[src/rtl/pipeline_issue_ctrl_if.sv]
// Requester/datapath-facing signals of the issue controller.
// The master side drives instructions and halt; the slave side is the controller.
interface pipeline_issue_ctrl_if #(
    parameter int CNT_W = 32
);
    logic             in_valid;
    logic             in_ready;
    logic [2:0]       in_op;
    logic [2:0]       in_rd;
    logic [2:0]       in_rs1;
    logic [2:0]       in_rs2;
    logic             iss_valid;
    logic [2:0]       iss_op;
    logic [2:0]       iss_rd;
    logic [2:0]       iss_rs1;
    logic [2:0]       iss_rs2;
    logic [1:0]       fwd_sel1;
    logic [1:0]       fwd_sel2;
    logic             halt_req;
    logic             halted;
    logic [CNT_W-1:0] issue_cnt;
    logic [CNT_W-1:0] stall_cnt;

    modport master (
        output in_valid, in_op, in_rd, in_rs1, in_rs2, halt_req,
        input  in_ready, iss_valid, iss_op, iss_rd, iss_rs1, iss_rs2,
        input  fwd_sel1, fwd_sel2, halted, issue_cnt, stall_cnt
    );

    modport slave (
        input  in_valid, in_op, in_rd, in_rs1, in_rs2, halt_req,
        output in_ready, iss_valid, iss_op, iss_rd, iss_rs1, iss_rs2,
        output fwd_sel1, fwd_sel2, halted, issue_cnt, stall_cnt
    );
endinterface

[src/rtl/pipeline_issue_ctrl.sv]
// Issue controller for the 3-stage pipeline: hazard scoreboard mirroring EX/WB,
// forwarding-select generation, halt/drain FSM and issue/stall counters.
module pipeline_issue_ctrl #(
    parameter int FWD_MODE = 2,
    parameter int CNT_W    = 32
) (
    input logic                 clk,
    input logic                 rst,
    pipeline_issue_ctrl_if.slave bus
);
    typedef enum logic [1:0] {RUN = 2'd0, DRAIN = 2'd1, HALTED = 2'd2} state_t;

    state_t           state, state_nxt;
    logic             ex_v, wb_v;
    logic [2:0]       ex_rd, wb_rd;
    logic [CNT_W-1:0] issue_cnt_q, stall_cnt_q;
    logic             use1, use2;
    logic             mex1, mwb1, mex2, mwb2;
    logic             hazard, ready, issue;
    logic [1:0]       sel1, sel2;

    function automatic logic haz_of(input logic mex, input logic mwb);
        case (FWD_MODE)
            0:       return mex | mwb;
            1:       return mex;
            default: return 1'b0;
        endcase
    endfunction

    // EX is checked first: it holds the youngest producer of the register.
    function automatic logic [1:0] sel_of(input logic mex, input logic mwb);
        if (mex && FWD_MODE >= 2)
            return 2'd1;
        else if (mwb && !mex && FWD_MODE >= 1)
            return 2'd2;
        else
            return 2'd0;
    endfunction

    // Immediates (op 7) read no registers, so they never match the scoreboard.
    assign use1 = (bus.in_op != 3'd7);
    assign use2 = (bus.in_op != 3'd7);
    assign mex1 = use1 && ex_v && (ex_rd == bus.in_rs1);
    assign mwb1 = use1 && wb_v && (wb_rd == bus.in_rs1);
    assign mex2 = use2 && ex_v && (ex_rd == bus.in_rs2);
    assign mwb2 = use2 && wb_v && (wb_rd == bus.in_rs2);

    assign hazard = haz_of(mex1, mwb1) || haz_of(mex2, mwb2);
    assign sel1   = sel_of(mex1, mwb1);
    assign sel2   = sel_of(mex2, mwb2);

    assign ready = (state == RUN) && !bus.halt_req && !hazard && rst;
    assign issue = bus.in_valid && ready;

    assign bus.in_ready  = ready;
    assign bus.iss_valid = issue;
    assign bus.iss_op    = issue ? bus.in_op  : 3'd0;
    assign bus.iss_rd    = issue ? bus.in_rd  : 3'd0;
    assign bus.iss_rs1   = issue ? bus.in_rs1 : 3'd0;
    assign bus.iss_rs2   = issue ? bus.in_rs2 : 3'd0;
    assign bus.fwd_sel1  = issue ? sel1 : 2'd0;
    assign bus.fwd_sel2  = issue ? sel2 : 2'd0;
    assign bus.halted    = (state == HALTED);
    assign bus.issue_cnt = issue_cnt_q;
    assign bus.stall_cnt = stall_cnt_q;

    always_comb begin
        state_nxt = state;
        case (state)
            RUN:     if (bus.halt_req) state_nxt = DRAIN;
            DRAIN:   if (!ex_v && !wb_v) state_nxt = HALTED;
                     else if (!bus.halt_req) state_nxt = RUN;
            HALTED:  if (!bus.halt_req) state_nxt = RUN;
            default: state_nxt = RUN;
        endcase
    end

    always_ff @(posedge clk or negedge rst) begin
        if (!rst) begin
            state       <= RUN;
            ex_v        <= 1'b0;
            wb_v        <= 1'b0;
            ex_rd       <= 3'd0;
            wb_rd       <= 3'd0;
            issue_cnt_q <= '0;
            stall_cnt_q <= '0;
        end else begin
            state <= state_nxt;
            wb_v  <= ex_v;
            wb_rd <= ex_rd;
            ex_v  <= issue;
            if (issue)
                ex_rd <= bus.in_rd;
            if (issue)
                issue_cnt_q <= issue_cnt_q + 1'b1;
            if (state == RUN && bus.in_valid && !ready)
                stall_cnt_q <= stall_cnt_q + 1'b1;
        end
    end
endmodule

[src/flat_wrapper.sv]
// flat-port wrapper written by rule: the top's interface ports become plain ports
module pipeline_issue_ctrl_flat 
#(
    parameter int FWD_MODE = 2,
    parameter int CNT_W    = 32
)
  (clk, rst, bus_in_valid, bus_in_op, bus_in_rd, bus_in_rs1, bus_in_rs2, bus_halt_req, bus_in_ready, bus_iss_valid, bus_iss_op, bus_iss_rd, bus_iss_rs1, bus_iss_rs2, bus_fwd_sel1, bus_fwd_sel2, bus_halted, bus_issue_cnt, bus_stall_cnt);
  pipeline_issue_ctrl_if #(.CNT_W(CNT_W)) bus_i ();
  input logic clk;
  input logic rst;
  input wire logic [$bits(bus_i.in_valid)-1:0] bus_in_valid;
  input wire logic [$bits(bus_i.in_op)-1:0] bus_in_op;
  input wire logic [$bits(bus_i.in_rd)-1:0] bus_in_rd;
  input wire logic [$bits(bus_i.in_rs1)-1:0] bus_in_rs1;
  input wire logic [$bits(bus_i.in_rs2)-1:0] bus_in_rs2;
  input wire logic [$bits(bus_i.halt_req)-1:0] bus_halt_req;
  output wire logic [$bits(bus_i.in_ready)-1:0] bus_in_ready;
  output wire logic [$bits(bus_i.iss_valid)-1:0] bus_iss_valid;
  output wire logic [$bits(bus_i.iss_op)-1:0] bus_iss_op;
  output wire logic [$bits(bus_i.iss_rd)-1:0] bus_iss_rd;
  output wire logic [$bits(bus_i.iss_rs1)-1:0] bus_iss_rs1;
  output wire logic [$bits(bus_i.iss_rs2)-1:0] bus_iss_rs2;
  output wire logic [$bits(bus_i.fwd_sel1)-1:0] bus_fwd_sel1;
  output wire logic [$bits(bus_i.fwd_sel2)-1:0] bus_fwd_sel2;
  output wire logic [$bits(bus_i.halted)-1:0] bus_halted;
  output wire logic [$bits(bus_i.issue_cnt)-1:0] bus_issue_cnt;
  output wire logic [$bits(bus_i.stall_cnt)-1:0] bus_stall_cnt;
  assign bus_i.in_valid = bus_in_valid;
  assign bus_i.in_op = bus_in_op;
  assign bus_i.in_rd = bus_in_rd;
  assign bus_i.in_rs1 = bus_in_rs1;
  assign bus_i.in_rs2 = bus_in_rs2;
  assign bus_i.halt_req = bus_halt_req;
  assign bus_in_ready = bus_i.in_ready;
  assign bus_iss_valid = bus_i.iss_valid;
  assign bus_iss_op = bus_i.iss_op;
  assign bus_iss_rd = bus_i.iss_rd;
  assign bus_iss_rs1 = bus_i.iss_rs1;
  assign bus_iss_rs2 = bus_i.iss_rs2;
  assign bus_fwd_sel1 = bus_i.fwd_sel1;
  assign bus_fwd_sel2 = bus_i.fwd_sel2;
  assign bus_halted = bus_i.halted;
  assign bus_issue_cnt = bus_i.issue_cnt;
  assign bus_stall_cnt = bus_i.stall_cnt;
  pipeline_issue_ctrl #(.FWD_MODE(FWD_MODE), .CNT_W(CNT_W)) u_core (.clk(clk), .rst(rst), .bus(bus_i));
endmodule
[config.mk]
export PLATFORM = sky130hd
export DESIGN_NAME = pipeline_issue_ctrl_flat
export DESIGN_NICKNAME = d
export VERILOG_FILES = /design/src/rtl/pipeline_issue_ctrl_if.sv /design/src/rtl/pipeline_issue_ctrl.sv /design/src/flat_wrapper.sv
export SDC_FILE = /design/constraint.sdc
export NUM_CORES = 1
export LEC_CHECK = 0
export BUFFER_PORTS_ARGS = -buffer_cell sky130_fd_sc_hd__buf_2
export CAP_MARGIN = 40
export CORE_ASPECT_RATIO = 1.5
export CORE_MARGIN = 5
export CORE_UTILIZATION = 47
export DETAILED_ROUTE_END_ITERATION = 10
export GPL_TIMING_DRIVEN = 0
export MAX_ROUTING_LAYER = met4
export PLACE_DENSITY_LB_ADDON = 0.08
export SLEW_MARGIN = 20
export SYNTH_ARGS = -nofsm -noshare
export SYNTH_HDL_FRONTEND = slang
export SYNTH_SLANG_ARGS = --single-unit
[constraint.sdc]
create_clock -name clk -period 1.7 [get_ports clk]
set_input_delay 0.085 -clock clk [delete_from_list [all_inputs] [get_ports clk]]
set_output_delay 0.085 -clock clk [all_outputs]
set_load 0.02 [all_outputs]
# After elaboration in Yosys (flattened, before gate mapping)
# Index checks and enable logic that the tools add are counted.
[word_totals] register_bits=74 latch_bits=0 mem_bits_rw=0 rom_bits=0 n_memories=0
[classes] n_addsub=2 multipliers=0 n_div=0 magnitude_cmp=0 eq_ne=8 shift=0 n_mux=14 bitwise_logic=0 reduce_logical=21
[op_table] cell="$add A32 B1 Y32 const B" n=2
[op_table] cell="$mux W2" n=9
[op_table] cell="$logic_and A1 B1 Y1" n=14
[op_table] cell="$eq A3 B3 Y1" n=4
[op_table] cell="$mux W3" n=4
[op_table] cell="$logic_not A1 Y1" n=6
[op_table] cell="$pmux W2 S3" n=1
[op_table] cell="$ne A3 B3 Y1 const B" n=1
[op_table] cell="$eq A2 B1 Y1 const B" n=1
[op_table] cell="$eq A2 B2 Y1 const B" n=1
[op_table] cell="$logic_not A2 Y1" n=1
[op_table] cell="$ne A2 B2 Y1 const B" n=1

# Longest topological paths before layout
# Gate-level depths: netlist of run 1.
[logic_depth] depth_word=8 mapped_depth=7 depth_no_buf=6

# Worst setup path after synthesis of run 1
# Ideal clock, no wire load.
[synth_path] path_type="reg2out" startpoint="register u_core.state[0]" endpoint="output port bus_fwd_sel2[1]" arrival_time_ps=1944 t_required_ps=1615 setup_slack_ps=-329 path_stages_with_launch=6 path_buffers=1 path_cell_list="dfrtp_1 -> or3b_4 -> nor2_1 -> clkbuf_1 -> nand3_1 -> nor3_1"
[synth_via] elab_chain_cells=5
[synth_rtl] item="start, declared" line_no="pipeline_issue_ctrl.sv:13" text="state_t state, state_nxt;"
[synth_rtl] item="start signal, assigned" line_no="pipeline_issue_ctrl.sv:88" text="state <= state_nxt;"
[synth_rtl] item="$logic_not A2 Y1" line_no="pipeline_issue_ctrl.sv:52" text="assign ready = (state == RUN) && !bus.halt_req && !hazard && rst;"
[synth_rtl] item="$logic_and A1 B1 Y1 (2 in series)" line_no="pipeline_issue_ctrl.sv:52"
[synth_rtl] item="$logic_and A1 B1 Y1" line_no="pipeline_issue_ctrl.sv:53" text="assign issue = bus.in_valid && ready;"
[synth_rtl] item="$mux W2" line_no="pipeline_issue_ctrl.sv:62" text="assign bus.fwd_sel2 = issue ? sel2 : 2'd0;"
[synth_rtl] item="end, declared" line_no="flat_wrapper.sv:24" text="output wire logic [$bits(bus_i.fwd_sel2)-1:0] bus_fwd_sel2;"
# Every way passes these cells.

# Final worst setup path of run 1
[layout_path] startpoint="register u_core.state[0]" endpoint="register u_core.issue_cnt_q[19] (netlist: u_core.bus.issue_cnt[19])"
[layout_via] elab_chain_cells=4
[layout_rtl] item="$logic_not A2 Y1" line_no="pipeline_issue_ctrl.sv:52"
[layout_rtl] item="$logic_and A1 B1 Y1 (2 in series)" line_no="pipeline_issue_ctrl.sv:52"
[layout_rtl] item="$logic_and A1 B1 Y1" line_no="pipeline_issue_ctrl.sv:53"
[layout_rtl] item="end signal, assigned" line_no="pipeline_issue_ctrl.sv:95" text="issue_cnt_q <= issue_cnt_q + 1'b1;"
[layout_rtl] item="end, declared" line_no="pipeline_issue_ctrl.sv:16" text="logic [CNT_W-1:0] issue_cnt_q, stall_cnt_q;"
# Every way passes these cells.
# A chain may end at the register's enable or synchronous reset.

==> reports/metrics.cfg, run 1 <==
[outcome]
outcome = finished, violations left
violations = negative setup slack

[yosys]
synthCells = 310
yosysMostFrequentCell = dfrtp_1
yosys.area.top_type = dfrtp_1
netlist_area_mm2 = 0.00349
syn_avg_cell_area_um2 = 11.3
ys_seq_area_frac = 0.530
synth_seq_cells = 74
async_reset_ff_frac = 1.00
synth_top_area_share = 0.530
ys_top_cells_by_area = dfrtp_1, xnor2_1, xor2_1, nand3_1, nand4_1
ys.flop_type = dfrtp_1
netlist_top_cells_count = dfrtp_1, xnor2_1, nand3_1
synth_edf_count = 0
ys_warn_count = 0
ys_types = 34
synth_fp_nets = 328

[grt]
grt_pass1_wl_mm = 14.7
antenna_found_initial = 0
grt.total_usage = 0.212
grt_pass1_vias = 3022
overflow = 0
grt_max_degree = 29

[sta]
rsz0062_at_grt = true
slew_violations = 0
worst_slack_ns = -0.283
finalSetupTns_ns = -10.21
min_period_ns = 1.98
worst_pin_slew_ns = 0.433
holdWs_ns = 0.166
max_slew_margin = 0.709
setup_viol_count_final = 64
clock_skew_ns = 0.00646
hold_violations = 0
fmax_ghz = 0.504
finalCritPeriodShare = 1.17

[finish]
fin_util = 0.726
drive_above_1_share = 0.496
final_nets = 486
area_growth_pct = 50.3
antenna_cells = 0

[worst_setup_path]
worst_setup_path_end_kind = flip-flop
worst_path_max_delay_cell = or3b_4
cp_cell_sequence = or3b_4 > or3_4 > buf_6 > nor2_4 > nand4_1 > xnor2_1
cp_max_fo = 4
critPathMaxStageDelay_ns = 0.44
crit_required_ns = 1.93
worstPathArrival_ns = 2.21
crit_type = flip-flop to flip-flop
worst_setup_path_start_kind = flip-flop
crit_family = simple AND/OR/NAND/NOR gates
path_buf_inv = 1

[job]
max-cap-violations = 0

[power]
p_per_area_mw_per_mm2 = 926
power.total_mw = 4.85
leakagePower_nw = 2.62
ir_drop_uv = 985

[die]
initial_core_util = 0.483
die_w_um = 80.4
dieArea_mm2 = 0.00929
die-height_um = 116
boundaryPins = 99
core_area_mm2 = 0.00723
num_rows = 38

[cts]
clock_latency_ns = 0.34
cts_tree = done
htreeDepth = 3
cts_root_buf = clkbuf_8
clk_pin_slew_ns = 0.07
cts.sinks = 74
cts_buffer_depth = 2
numCtsBuffers = 9

[routing]
drtPass1Iterations = 4
wl_mm = 9.00
wl_per_cell_um = 15.7
vias = 2912
ant_nets = 0
first_iter_violations = 88
drcViolationCount = 0
drt-vias-per-instance = 5.09

[placement]
portBuffers = 98
place.gp.congestion = 0.769
dpl.hpwl_mm = 5.49
dpl_worst_slack_ns = -0.748

[min_path]
hp-class = input pin to async pin

[area by class of cell]
| class | count | area, um2 |
|---|---|---|
| well taps | 100 | 125 |
| multi-input cells | 228 | 1920 |
| fillers | 555 | 1980 |
| flip-flops and latches | 74 | 1860 |
| repair buffers | 148 | 1120 |
| plain buffers | 3 | 37.5 |
| inverters | 4 | 15.0 |
| clock buffers | 15 | 166 |
[flip-flops by register name (all words and copies together) (netlist names)]
signal,count
u_core.bus.issue_cnt,32
u_core.bus.stall_cnt,32
u_core.ex_rd,3
u_core.wb_rd,3
u_core.state,2
u_core.ex_v,1
u_core.wb_v,1
[cells in the final DEF (no fill, tap or decap), types with 4 or more instances in the layout]
| cell type | count |
|---|---|
| dlygate4sd3_1 | 7 |
| clkbuf_1 | 4 |
| xnor2_1 | 46 |
| and3_1 | 7 |
| nand4_1 | 16 |
| clkbuf_8 | 11 |
| nor2_2 | 6 |
| inv_1 | 4 |
| nor2_4 | 6 |
| xor2_1 | 25 |
| nand3_1 | 17 |
| nor2_1 | 8 |
| buf_6 | 29 |
| dfrtp_1 | 69 |
| and2_4 | 14 |
| nand2_2 | 5 |
| buf_2 | 80 |
| buf_4 | 28 |
| nand2_1 | 17 |
| nor3_4 | 5 |
| and4_1 | 9 |
| dfrtp_2 | 5 |
| nand3_2 | 7 |
[worst register-to-register path, delay by kind of cell (launching register included)]
family	cells	cell delay, ns
xor gates and xnor gates	1	0.16
DFF	1	0.41
and+or+nand+nor	4	1.15
buffers and inverters	1	0.14
[worst paths after layout]
path / slack (ns) / cells past startpoint / from / endpoint
worst min-delay path: 0.17 / 2 / rst / u_core.bus.issue_cnt[18]
max in group asynchronous: 1.07 / 3 / rst / u_core.bus.issue_cnt[20]
worst min register to register: 0.44 / 0 / u_core.ex_v / u_core.wb_v
min in group clk: 0.28 / 4 / bus_halt_req / u_core.bus.issue_cnt[4]
worst max register to register: -0.28 / 6 / u_core.state[0] / u_core.bus.issue_cnt[19]
worst max-delay path: -0.28 / 6 / u_core.state[0] / u_core.bus.issue_cnt[19]
[cells by family after synthesis]
group	after synthesis	synth area share
flip-flops	74	0.530
AND/OR/NAND/NOR	144	0.247
XOR/XNOR	73	0.183
adder cells (fa/ha/maj)	2	0.00717
buffers and inverters	9	0.0108
multiplexers	5	0.0161
AO/OA/AOI/OAI	3	0.00573
[per-stage QoR]
step	instances	cell area (um2)
CTS	565	5030
global route	572	5250
detailed placement	509	4180
global placement	508	4150
finish	572	5250
floorplan	310	3530
[repair_timing]
action,4_1_cts,5_1_grt
buffers inserted,32,9
cloned,2,0
hold buffers,8,0
pin swaps,29,31
endpoints found under the setup margin,64,70
gates resized for setup,86,37
hold endpoints to repair,51,0
[report_power, final]
group	internal [mW]	total, mW	switching [mW]	leakage, nW
clock network	0.605	1.20	0.593	0.0838
registers	1.98	2.23	0.252	0.975
logic	0.719	1.43	0.711	1.56
total	3.30	4.85	1.56	2.62
[per-layer routing]
| metal | GRT usage | routed length [um] |
|---|---|---|
| met4 | 0.0823 | 126 |
| met3 | 0.0381 | 334 |
| met5 | - | 0 |
| met2 | 0.354 | 4790 |
| met1 | 0.255 | 3760 |
No activity file was read; power rests on OpenSTA's default activity.
==> run 2: changes to the inputs <==
--- a/config.mk
+++ b/config.mk
@@ -14,6 +14,7 @@
 export GPL_TIMING_DRIVEN = 0
 export MAX_ROUTING_LAYER = met4
 export PLACE_DENSITY_LB_ADDON = 0.08
+export SKIP_LAST_GASP = 1
 export SLEW_MARGIN = 20
 export SYNTH_ARGS = -nofsm -noshare
 export SYNTH_HDL_FRONTEND = slang
==> run 2 against run 1 <==
Net effect:
- the run still ends with negative setup slack left
- hold slack about the same
- non-clock buffer count increased by 1
- combinational power about the same
- design area decreased by 0.14%
- flip-flop and latch count unchanged
- first-iteration DRC count decreased by 5.7%
- largest power group unchanged
==> reports/metrics.cfg, run 2 (same netlist as run 1, synthesis figures left out) <==
[routing]
drcViolationCount = 0  ; unchanged
ant_nets = 0  ; unchanged
drtPass1Iterations = 4  ; unchanged
wl_mm = 9.04  ; +0.37%
wl_per_cell_um = 15.8  ; +0.19%
drt-vias-per-instance = 5.09  ; -0.11%
vias = 2914  ; +0.069%
first_iter_violations = 83  ; -5.7%

[worst_setup_path]
worst_setup_path_end_kind = flip-flop
cp_max_fo = 4  ; unchanged
crit_required_ns = 1.93  ; about the same
worst_setup_path_start_kind = flip-flop
crit_type = flip-flop to flip-flop
worstPathArrival_ns = 2.21  ; about the same

[placement]
placedCellCount = 509  ; unchanged
dpl_worst_slack_ns = -0.748  ; unchanged
dpl.hpwl_mm = 5.49  ; unchanged
place.gp.congestion = 0.769  ; unchanged
placed_cell_area_mm2 = 0.00418  ; unchanged
portBuffers = 98  ; unchanged

[sta]
max_slew_margin = 0.728  ; +0.0189
fmax_ghz = 0.504  ; about the same
holdWs_ns = 0.166  ; +0.000253 ns
finalSetupTns_ns = -10.87  ; -0.658 ns
slew_violations = 0  ; unchanged
min_period_ns = 1.98  ; -0.000793 ns
worst_slack_ns = -0.282  ; +0.000793 ns
worst_pin_slew_ns = 0.405  ; -0.0281 ns
clock_skew_ns = 0.00789  ; +0.00143 ns
finalCritPeriodShare = 1.17  ; about the same
rsz0062_at_grt = true
hold_violations = 0  ; unchanged
setup_viol_count_final = 65  ; +1.6%

[die]
num_rows = 38  ; unchanged
core_area_mm2 = 0.00723  ; unchanged
initial_core_util = 0.483  ; unchanged
die_w_um = 80.4  ; unchanged
die-height_um = 116  ; unchanged
boundaryPins = 99  ; unchanged
dieArea_mm2 = 0.00929  ; unchanged

[grt]
grt_pass1_vias = 2979  ; -1.4%
overflow = 0  ; unchanged
grt_pass1_wl_mm = 14.5  ; -1.4%
grt_max_degree = 29  ; unchanged
grt.total_usage = 0.210  ; -0.00286
antenna_found_initial = 0  ; unchanged

[finish]
final_nets = 487  ; +0.21%
fin_util = 0.725  ; -0.00104
stdcell_count = 573  ; +0.17%
layout_commonest_cell = buf_2
area_growth_pct = 50.0
mostFrequentLayoutCells = buf_2, dfrtp_1, xnor2_1
design_area_mm2 = 0.00524  ; -0.14%
antenna_cells = 0  ; unchanged
drive_above_1_share = 0.488  ; -0.00739

[outcome]
violations = negative setup slack
outcome = finished, violations left

[cts]
cts_tree = done
cts_buffer_depth = 2  ; unchanged
cts_root_buf = clkbuf_8
htreeDepth = 3  ; unchanged
clock_latency_ns = 0.35  ; about the same
clk_pin_slew_ns = 0.07  ; about the same
numCtsBuffers = 9  ; unchanged
cts.sinks = 74  ; unchanged

[power]
p_per_area_mw_per_mm2 = 928  ; +0.26%
ir_drop_uv = 968  ; -1.8%
power.total_mw = 4.86  ; +0.12%
leakagePower_nw = 2.64  ; +0.56%

[min_path]
hp-class = input pin to async pin

[job]
max-cap-violations = 0  ; unchanged

[run 2: worst paths after layout]
kind                                  from                        to  slack, ns  depth (start not counted)
setup reg to reg           u_core.state[0]  u_core.bus.issue_cnt[19]      -0.28                          6
max in group asynchronous              rst  u_core.bus.issue_cnt[20]       1.06                          3
setup / recovery           u_core.state[0]  u_core.bus.issue_cnt[19]      -0.28                          6
min in group clk              bus_halt_req   u_core.bus.issue_cnt[4]       0.28                          4
hold reg to reg                u_core.ex_v               u_core.wb_v       0.44                          0
hold / removal                         rst  u_core.bus.issue_cnt[18]       0.17                          2
[run 2: worst max-delay path: stages, from the launching register on]
cell and delay, ns:
dfrtp_2 0.41, or3b_4 0.44, or3_4 0.43, buf_6 0.14
nor2_4 0.15, nand4_1 0.13, xnor2_1 0.17
[run 2: area by class of cell]
class	instances	area, um2
clock buffers	15	166
flip-flops and latches	74	1860
multi-input cells	228	1920
well taps	100	125
inverters	4	15.0
repair buffers	149	1120
plain buffers	3	37.5
fillers	552	1990
[run 2: repair_timing]
| action | 4_1_cts | 5_1_grt |
|---|---|---|
| endpoints found under the setup margin | 64 | 70 |
| resized for setup | 63 | 55 |
| hold buffers | 8 | 0 |
| cloned | 2 | 0 |
| hold endpoints to repair | 51 | 0 |
| setup buffers | 32 | 10 |
| pin swaps | 28 | 26 |
[run 2: where the power goes]
group | internal (mW) | switching (mW)
logic | 0.717 | 0.711
registers | 1.98 | 0.255
clock network | 0.606 | 0.597
total | 3.30 | 1.56
[run 2: metal layers]
| layer | global-route usage | routed length (um) | vias to the layer above | share of wire |
|---|---|---|---|---|
| met5 | - | 0 | - | 0 |
| met4 | 0.0823 | 104 | 0 | 0.012 |
| met3 | 0.0373 | 324 | 8 | 0.036 |
| met2 | 0.348 | 4890 | 65 | 0.54 |
| met1 | 0.252 | 3720 | 1454 | 0.41 |
| li1 | - | - | 1387 | - |
==> run 3: changes to the inputs <==
--- a/config.mk
+++ b/config.mk
@@ -8,12 +8,12 @@
 export BUFFER_PORTS_ARGS = -buffer_cell sky130_fd_sc_hd__buf_2
 export CAP_MARGIN = 40
 export CORE_ASPECT_RATIO = 1.5
-export CORE_MARGIN = 5
 export CORE_UTILIZATION = 47
 export DETAILED_ROUTE_END_ITERATION = 10
 export GPL_TIMING_DRIVEN = 0
 export MAX_ROUTING_LAYER = met4
 export PLACE_DENSITY_LB_ADDON = 0.08
+export SETUP_SLACK_MARGIN = 0.02
 export SKIP_LAST_GASP = 1
 export SLEW_MARGIN = 20
 export SYNTH_ARGS = -nofsm -noshare
==> run 3 against run 2 <==
Net effect:
- the flow still finishes with violations (negative setup slack)
- hold slack worse by 0.14 ns
- setup slack better by 0.020 ns
- flip-flop and latch count stayed put
- wire length is 8.5% lower
- core utilization is 2.1 points lower
- clock skew is 0.0037 ns higher
- fmax is 1.0% higher
- first-iteration DRC count is 110% higher
- combinational power is 9% lower
- largest power group unchanged
==> reports/metrics.cfg, run 3 (same netlist as run 1, synthesis figures left out) <==
[worst_setup_path]
crit_type = flip-flop to output port
worst_setup_path_end_kind = output port
worstPathArrival_ns = 1.88  ; -0.33 ns
worst_setup_path_start_kind = flip-flop
crit_required_ns = 1.62  ; -0.31 ns
cp_max_fo = 4  ; unchanged

[die]
num_rows = 38  ; unchanged
dieArea_mm2 = 0.00778  ; -16%
die-height_um = 108  ; -6.9%
boundaryPins = 99  ; unchanged
initial_core_util = 0.483  ; unchanged
die_w_um = 72.4  ; -10%
core_area_mm2 = 0.00723  ; unchanged

[sta]
setup_viol_count_final = 61  ; -6.2%
min_period_ns = 1.96  ; -0.0202 ns
finalCritPeriodShare = 1.15  ; -0.0119
hold_violations = 0  ; unchanged
max_slew_margin = 0.732  ; +0.00445
holdWs_ns = 0.0254  ; -0.141 ns
slew_violations = 0  ; unchanged
worst_pin_slew_ns = 0.398  ; -0.00662 ns
rsz0062_at_grt = true
fmax_ghz = 0.510  ; +1.0%
worst_slack_ns = -0.262  ; +0.0202 ns
clock_skew_ns = 0.0116  ; +0.00372 ns

[power]
pwr-share-clk = 0.326  ; +0.079
p_per_area_mw_per_mm2 = 1030  ; +11%
ir_drop_uv = 1060  ; +9.2%
power.total_mw = 5.24  ; +7.8%
p_int_mw = 3.65  ; +11%
switching_power_mw = 1.58  ; +1.3%
pwr-share-comb = 0.248  ; -0.046
swShare = 0.302  ; -0.0193
seq_power_share = 0.426  ; -0.033
leakagePower_nw = 2.57  ; -2.7%

[placement]
dpl_worst_slack_ns = -0.569  ; +0.179 ns
placed_cell_area_mm2 = 0.00417  ; -0.12%
place.gp.congestion = 0.746  ; -3.0%
placedCellCount = 509  ; unchanged
dpl.hpwl_mm = 5.15  ; -6.1%
portBuffers = 98  ; unchanged

[routing]
first_iter_violations = 171  ; +110%
vias = 2877  ; -1.3%
ant_nets = 0  ; unchanged
drcViolationCount = 0  ; unchanged
wl_mm = 8.27  ; -8.5%
wl_per_cell_um = 14.7  ; -6.7%
drtPass1Iterations = 4  ; unchanged
drt-vias-per-instance = 5.12  ; +0.66%

[grt]
grt_max_degree = 39  ; +34%
grt_pass1_wl_mm = 13.4  ; -8.1%
antenna_found_initial = 0  ; unchanged
grt_pass1_vias = 2891  ; -3.0%
grt.total_usage = 0.230  ; +0.0202
overflow = 0  ; unchanged

[finish]
fillers = 596  ; +8.0%
design_area_mm2 = 0.00508  ; -2.9%
drive_above_1_share = 0.476  ; -0.0122
mostFrequentLayoutCells = buf_2, dfrtp_1, xnor2_1
antenna_cells = 0  ; unchanged
area_growth_pct = 45.7
layout_commonest_cell = buf_2
final_nets = 475  ; -2.5%
stdcell_count = 562  ; -1.9%

[outcome]
outcome = finished, violations left
violations = negative setup slack

[min_path]
hp-class = input pin to flip-flop

[job]
max-cap-violations = 0  ; unchanged

[cts]
cts_buffer_depth = 2  ; unchanged
cts_tree = done
cts.sinks = 74  ; unchanged
htreeDepth = 3  ; unchanged
clk_pin_slew_ns = 0.07  ; about the same
clock_latency_ns = 0.35  ; about the same
numCtsBuffers = 9  ; unchanged
cts_root_buf = clkbuf_8

## run 3: area by class of cell
| cell class | instances | area (um2) | area share |
|---|---|---|---|
| clock inverter | 4 | 97.6 | 0.0192 |
| buffer | 4 | 43.8 | 0.00861 |
| timing repair buffer | 136 | 911 | 0.179 |
| clock buffer | 12 | 155 | 0.0305 |
| sequential | 74 | 1860 | 0.366 |
| tap | 100 | 125 | 0.0246 |
| inverter | 4 | 15.0 | 0.00295 |
| multi-input combinational | 228 | 1880 | 0.369 |
## run 3: final timing paths
check                                      from                  endpoint  depth (start not counted)  slack [ns]
worst min-delay path               bus_halt_req           u_core.state[1]                          2        0.03
worst min register to register      u_core.ex_v               u_core.wb_v                          0        0.46
worst max-delay path            u_core.state[1]             bus_iss_op[2]                          6       -0.26
max in group asynchronous                   rst   u_core.bus.stall_cnt[0]                          3        1.07
worst max register to register  u_core.state[1]   u_core.bus.issue_cnt[9]                          5       -0.24
min in group asynchronous                   rst  u_core.bus.issue_cnt[17]                          3        0.40
## run 3: metrics by stage
step | setup TNS (ns) | util
finish | -8.87 | 0.704
global route | -12.68 | 0.704
global placement | -86.27 | 0.574
detailed placement | -18.52 | 0.578
CTS | -6.61 | 0.676
floorplan | -1.79 | -
## run 3: what timing repair did
action / CTS / global route
buffers inserted: 22 / 9
gates cloned: 1 / 0
setup endpoints to repair: 62 / 72
endpoints found under the hold margin: 40 / 0
hold buffers: 6 / 0
gates resized for setup: 57 / 34
pin swaps: 29 / 24
## run 3: critical path, stage by stage (launching register included)
cell and delay, ns:
dfrtp_2 0.42, or3b_4 0.45, nor2_4 0.16, buf_8 0.12
buf_4 0.13, and2_4 0.14, buf_6 0.11
## run 3: layer usage
metal	up-vias	track usage	share of wire
met4	0	0.0826	0.015
met5	-	-	0
met2	73	0.389	0.54
met3	12	0.0534	0.032
met1	1432	0.264	0.41
li1	1360	-	-
## run 3: power by group through the flow
stage / sequential [mW] / clock (mW) / combinational (mW)
2_1_floorplan: 2.38 / 0 / 0.501
3_3_place_gp: 2.27 / 0 / 0.919
3_5_place_dp: 2.28 / 0 / 0.954
4_1_cts: 2.22 / 1.75 / 1.21
5_1_grt: 2.26 / 1.82 / 1.39
6_report: 2.23 / 1.71 / 1.30
